$ cat src/rtl/game_sequencer.sv
// rtl/game_sequencer.sv - whack-a-mole game sequencer: countdown/play/pause/game-over control with timers
// Optional HIGH_SCORE_EN compiles in the session high-score register.
module game_sequencer #(
  parameter int COUNTDOWN_SEC = 5,
  parameter int GAME_SEC      = 30,
  parameter int TIME_W        = 6,
  parameter int SCORE_W       = 8,
  parameter int DIFF_W        = 2,
  parameter int NUM_LEVELS    = 4
) (
  input  logic               clk,
  input  logic               rst,
  input  logic               tick_1hz,
  input  logic               btn_start,
  input  logic               btn_pause,
  input  logic               btn_clear_score,
  input  logic               btn_difficulty_pulse,
  input  logic [DIFF_W-1:0]  difficulty_level_input,
  input  logic [SCORE_W-1:0] score,
  output logic               enable_score,
  output logic               clear_score,
  output logic               enable_mole_ctrl,
  output logic [DIFF_W-1:0]  difficulty_level,
  output logic [TIME_W-1:0]  time_remaining,
  output logic [2:0]         state_out,
  output logic               game_over_pulse,
  output logic [SCORE_W-1:0] high_score,
  output logic               new_high_score,
  output logic [SCORE_W-1:0] display_value
);

  localparam logic [2:0] S_IDLE      = 3'd0;
  localparam logic [2:0] S_COUNTDOWN = 3'd1;
  localparam logic [2:0] S_PLAYING   = 3'd2;
  localparam logic [2:0] S_PAUSED    = 3'd3;
  localparam logic [2:0] S_GAME_OVER = 3'd4;

  localparam logic [TIME_W-1:0] CD_LOAD   = TIME_W'(COUNTDOWN_SEC);
  localparam logic [TIME_W-1:0] GAME_LOAD = TIME_W'(GAME_SEC);
  localparam logic [DIFF_W:0]   LVL_MAX   = (DIFF_W+1)'(NUM_LEVELS - 1);

  logic [2:0]        state_q, state_d;
  logic [TIME_W-1:0] time_q, time_d;
  logic [DIFF_W-1:0] diff_q;
  logic              go_pulse_q, clr_q;
  logic              enter_cd, enter_go, diff_en;
  logic [SCORE_W-1:0] hs_value;

  always_ff @(posedge clk) begin
    if (rst) state_q <= S_IDLE;
    else     state_q <= state_d;
  end

  // Priority inside each state: start, then phase expiry, then pause.
  always_comb begin
    state_d = state_q;
    time_d  = time_q;
    case (state_q)
      S_IDLE: begin
        if (btn_start) begin
          state_d = S_COUNTDOWN;
          time_d  = CD_LOAD;
        end
      end
      S_COUNTDOWN: begin
        if (btn_start) begin
          time_d = CD_LOAD;
        end else if (tick_1hz) begin
          if (time_q == TIME_W'(1)) begin
            state_d = S_PLAYING;
            time_d  = GAME_LOAD;
          end else begin
            time_d = time_q - TIME_W'(1);
          end
        end
      end
      S_PLAYING: begin
        if (btn_start) begin
          state_d = S_COUNTDOWN;
          time_d  = CD_LOAD;
        end else if (tick_1hz && time_q == TIME_W'(1)) begin
          state_d = S_GAME_OVER;
          time_d  = '0;
        end else begin
          if (tick_1hz) time_d = time_q - TIME_W'(1);
          if (btn_pause) state_d = S_PAUSED;
        end
      end
      S_PAUSED: begin
        if (btn_start) begin
          state_d = S_COUNTDOWN;
          time_d  = CD_LOAD;
        end else if (btn_pause) begin
          state_d = S_PLAYING;
        end
      end
      S_GAME_OVER: begin
        if (btn_start) begin
          state_d = S_COUNTDOWN;
          time_d  = CD_LOAD;
        end
      end
      default: begin
        state_d = S_IDLE;
        time_d  = '0;
      end
    endcase
  end

  assign enter_cd = (state_d == S_COUNTDOWN) && ((state_q != S_COUNTDOWN) || btn_start);
  assign enter_go = (state_q == S_PLAYING) && (state_d == S_GAME_OVER);
  assign diff_en  = btn_difficulty_pulse && ((state_q == S_IDLE) || (state_q == S_GAME_OVER));

  always_ff @(posedge clk) begin
    if (rst) begin
      time_q     <= '0;
      diff_q     <= '0;
      go_pulse_q <= 1'b0;
      clr_q      <= 1'b0;
    end else begin
      time_q     <= time_d;
      go_pulse_q <= enter_go;
      clr_q      <= enter_cd || btn_clear_score;
      if (diff_en) begin
        if ({1'b0, difficulty_level_input} > LVL_MAX) diff_q <= LVL_MAX[DIFF_W-1:0];
        else                                          diff_q <= difficulty_level_input;
      end
    end
  end

`ifdef HIGH_SCORE_EN
  logic [SCORE_W-1:0] hs_q;
  logic               new_hs_q;

  always_ff @(posedge clk) begin
    if (rst) begin
      hs_q     <= '0;
      new_hs_q <= 1'b0;
    end else if (enter_go) begin
      if (score > hs_q) begin
        hs_q     <= score;
        new_hs_q <= 1'b1;
      end else begin
        new_hs_q <= 1'b0;
      end
    end else if (state_q == S_GAME_OVER && state_d != S_GAME_OVER) begin
      new_hs_q <= 1'b0;
    end
  end

  assign hs_value       = hs_q;
  assign new_high_score = new_hs_q;
`else
  assign hs_value       = '0;
  assign new_high_score = 1'b0;
`endif

  always_comb begin
    enable_score     = (state_q == S_PLAYING);
    enable_mole_ctrl = (state_q == S_PLAYING);
    clear_score      = (state_q == S_IDLE) || clr_q;
    state_out        = state_q;
    time_remaining   = time_q;
    difficulty_level = diff_q;
    game_over_pulse  = go_pulse_q;
    high_score       = hs_value;
    case (state_q)
      S_IDLE:                            display_value = hs_value;
      S_COUNTDOWN:                       display_value = SCORE_W'(time_q);
      S_PLAYING, S_PAUSED, S_GAME_OVER:  display_value = score;
      default:                           display_value = '0;
    endcase
  end

endmodule
$ cat config.mk
export PLATFORM = sky130hd
export DESIGN_NAME = game_sequencer
export DESIGN_NICKNAME = d
export VERILOG_FILES = /design/src/rtl/game_sequencer.sv
export SDC_FILE = /design/constraint.sdc
export NUM_CORES = 1
export LEC_CHECK = 0
export ABC_AREA = 1
export CAP_MARGIN = 20
export CORE_UTILIZATION = 40
export CTS_CLUSTER_DIAMETER = 100
export DETAILED_ROUTE_END_ITERATION = 10
export DONT_BUFFER_PORTS = 1
export PLACE_DENSITY_LB_ADDON = 0.12
export RECOVER_POWER = 25
export SLEW_MARGIN = 10
export SYNTH_ARGS = -nofsm -noshare
export SYNTH_HDL_FRONTEND = slang
export SYNTH_SLANG_ARGS = --single-unit
$ cat constraint.sdc
create_clock -name clk -period 4.5 [get_ports clk]
set_clock_uncertainty 0.1 [all_clocks]
set_input_delay 1.35 -clock clk [delete_from_list [all_inputs] [get_ports clk]]
set_output_delay 1.35 -clock clk [all_outputs]
set_load 0.01 [all_outputs]
Word-level counts from Yosys, hierarchy flattened. Index checks and enable logic that the tools add are counted.

Register bits after elaboration: 13. Word-level logic and storage cells: 49.

$add $sub $neg: 1. Equal/unequal tests: 11. Muxes and demuxes: 19. Reduce and logical (&&, ||, !) cells: 13.

Operators by type and width (number): 6-bit two-way mux (7); 3-bit two-way mux (9); 6-bit one-hot mux with 3 select lines (1); 8-bit one-hot mux with 2 select lines (1); 3-bit one-hot mux with 4 select lines (1); 3-bit by 1-bit == test with 1-bit output (second input constant) (2); 3-bit by 2-bit == test with 1-bit output (second input constant) (2); 3-bit == test (second input constant) (2); 6-bit by 1-bit == test with 1-bit output (second input constant) (1); 3-bit OR reduction (2); 6-bit by 1-bit subtractor with 6-bit output (second input constant) (1); 1-bit logical AND (4); 1-bit logical OR (4); 4-bit by 3-bit != test with 1-bit output (second input constant) (1); 3-bit zero test (1); 3-bit by 1-bit != test with 1-bit output (second input constant) (1); 3-bit != test (second input constant) (1); 3-bit AND reduction (1); 2-bit by 1-bit != test with 1-bit output (second input constant) (1); 2-bit OR reduction (1).

Depth between registers and ports, before layout.
Word-level depth: 8. Depth in mapped cells: 8. Mapped depth without buffers: 8.

Least setup slack after synthesis. OpenSTA, ideal clock, no wires.

Path type: input to output. Start: in score[2]. End: out display_value[2]. Data arrival time: 1.608 ns. Data required time: 3.050 ns. Path slack: 1.442 ns. Stages: 1. Path through: a32o_1.

Word-level cells in the longest chain between the ends: 1.

RTL lines: start, declared (RTL line 19) `input logic [SCORE_W-1:0] score,`; 8-bit one-hot mux with 2 select lines (RTL line 167) `case (state_q)`; end, declared (RTL line 29) `output logic [SCORE_W-1:0] display_value`.

Every way passes these cells.

Worst setup path in the final report.
Start: reg state_q[1], in the netlist state_out[1]. End: out display_value[4].

Word-level cells in the longest chain between the ends: 3. Elaborated cells between the ends (all ways): 6. Classes of those cells: 4 x eq/ne; 1 x mux; 1 x reduce/logical.

RTL lines: start, declared (RTL line 42) `logic [2:0] state_q, state_d;`; start signal, assigned (RTL line 51) `else state_q <= state_d;`; 3-bit by 2-bit == test with 1-bit output / 3-bit == test (equally long branches) (RTL line 167); 3-bit OR reduction (RTL line 167); 8-bit one-hot mux with 2 select lines * (RTL line 167).

Mark *: on every way between the ends. The rest lies on a longest branch, timed or not.

==> flow_summary.toml <==
[timing]
fin_crit_ps = 3090
setup-tns-final_ps = 0
hold_ws_ps = 408
setup_viol = 0
maxSlewViolCount = 0
clock.fmax_mhz = 323
rsz0062_at_grt = "false"
fin_crit_sh_pct = 68.8
hold_viol_final = 0

[layout]
antenna_cells = 0
multi_input_area_um2 = 611
seqCellArea_um2 = 260
final_area_um2 = 996
drive_above_1_share_pct = 10.7
area_delta_synth_final_pct = -0.251
fill_cells = 233
nNetsFinal = 170
final_cells = 178

[drt]
wl_mm = 2.31
top_layer_used = "met4"
vias = 969
vias_per_cell = 5.44
drc = 0
drt_iter0_markers = 16
wl_met1_mm = 1.05
dr_wl_met2_mm = 1.04
wl_per_cell_um = 12.9
wl_met3_um = 171
ant_nets = 0
dr.pass1.iters = 4

[cts]
cts_tree = "built"
cts_setup_buffers = 0
numCtsBuffers = 3
cts_hold_buffers = 0
clk_path_buf_depth = 2
htree_levels = 1
worstSkewPairLatency_ps = 270
clk_transition_reported_paths_ps = 80
cts.sinks = 13
cts_root_buf = "clkbuf_4"
ctsResizeCount = 0

[synth]
synthCells = 150
seq_area_frac_synth_pct = 26.1
syn_area_um2 = 998
avgSynthCellArea_um2 = 6.66
synth-seq-cells = 13
ys_warn_count = 0
synth_edf_count = 0
synth_cell_types = 26
async_flop_share_pct = 0
yosys_most_used_dff = "dfxtp_1"

[grt]
grt_remaining_overflow = 0
grt_pass1_wl_mm = 3.64
grt_usage_pct = 18.6
grt_max_degree = 14
antenna_found_initial = 0
grt_pass1_vias = 835

[placement]
gp_congestion = 0.887
portBuffers = 0
dp_hpwl_mm = 1.83
placed_cell_area_um2 = 980
place_inst = 174

[power]
switching_share_pct = 34.4
p_int_mw = 0.179
power_frac_comb_pct = 25.3
irDropWorstVdd_mv = 0.141
powerDensity_nw_per_um2 = 274
switching_power_mw = 0.0938
leakagePower_nw = 0.438
seqPwrFrac_pct = 48.3
pwr-share-clk_pct = 26.4

[setup_path]
setup.worst_path.end_class = "output port"
critPathRequiredTime_ps = 3050
crit_type = "register to output port"
crit_path_max_fanout = 8
arrival_ps = 1640
crit_path_start_kind = "register"

[floorplan]
die_h_um = 52.0
core-area_um2 = 2280
start_util_pct = 43.9
ios = 49
fp.dieW_um = 52.0
row_count = 17
die-area_um2 = 2700

[run]
maxCapViolations = 0

[min_path]
hold_path_class = "register to register"

[outcome]
status = "complete, no violations"
metal layers:
| metal | track usage [%] | vias to the layer above |
|---|---|---|
| li1 | - | 478 |
| met2 | 29.9 | 50 |
| met1 | 22.7 | 437 |
| met3 | 2.63 | 4 |
| met4 | 12.2 | 0 |
| met5 | 0 | - |
critical path, stage by stage, from the launching register on:
cell and delay, ps:
dfxtp_1 480, inv_1 160, nand2_2 140, inv_1 60, nor2_1 150, inv_2 110
a32o_1 270
cell usage in the layout (no fill, tap or decap), drive strengths merged:
cell,instances
a21oi,11
a22oi,1
a32o,2
clkbuf,4
conb,9
dfxtp,13
ha,2
inv,17
nand2,34
nand3,23
nand4,2
nor2,17
nor3,1
o21a,1
o21ai,9
o21ba,1
o21bai,1
xor2,2
cells by family after synthesis:
group | count (synthesis) | synth area share, %
other | 1 | 0.376
XOR/XNOR | 2 | 1.75
adder cells (fa/ha/maj) | 2 | 2.51
AO/OA/AOI/OAI | 26 | 15.3
AND/OR/NAND/NOR | 77 | 39.2
buffers and inverters | 29 | 14.8
flip-flops | 13 | 26.1
worst paths after layout:
| check | from | end | slack [ps] | cells after the start |
|---|---|---|---|---|
| worst max-delay path | state_out[1] | display_value[4] | 1410 | 6 |
| worst max register to register | state_out[1] | time_remaining[0] | 2630 | 8 |
| worst min-delay path | difficulty_level[0] | difficulty_level[0] | 410 | 2 |
| worst min register to register | difficulty_level[0] | difficulty_level[0] | 410 | 2 |
metrics by stage:
stage                     util (%)  power (mW)  setup WS (ps)
after floorplan                  -       0.198           1440
after global placement        43.0       0.204           1440
after detailed placement      43.0       0.205           1440
after CTS                     44.2       0.278           1320
after global routing          43.8       0.292           1280
final                         43.8       0.273           1410
synthesized netlist by cell type (2+ instances only):
library cell,n,share of area (%)
nand2_1,29,11
nand3_1,20,10
nor2_1,14,5.3
dfxtp_1,13,26
inv_1,13,4.9
a21oi_1,11,5.5
buf_4,10,7.5
o21ai_0,9,4.5
inv_2,4,1.5
nand2_2,3,1.9
nor2_4,3,3.4
a32o_1,2,2.0
ha_1,2,2.5
nand2_4,2,2.3
nand3_2,2,2.0
nand4_1,2,1.3
xor2_1,2,1.8
area by class of cell:
| class | count | share of cell area (%) |
|---|---|---|
| multi-input combinational | 116 | 61.3 |
| tap | 28 | 3.52 |
| sequential | 13 | 26.1 |
| inverter | 17 | 6.41 |
| clock buffer | 4 | 2.64 |
power groups by stage:
| stage | combinational, mW | sequential [mW] | clock (mW) |
|---|---|---|---|
| floorplan | 0.0663 | 0.132 | 0 |
| global placement | 0.0696 | 0.134 | 0 |
| detailed placement | 0.0702 | 0.134 | 0 |
| CTS | 0.0706 | 0.132 | 0.0756 |
| global route | 0.0796 | 0.133 | 0.0800 |
| finish | 0.0690 | 0.132 | 0.0719 |
flip-flops by register name, indices dropped and copies added (netlist names):
name              cells
difficulty_level      2
game_over_pulse       1
state_out             3
time_remaining        6
clr_q                 1
Power figures use the tool's default switching activity.
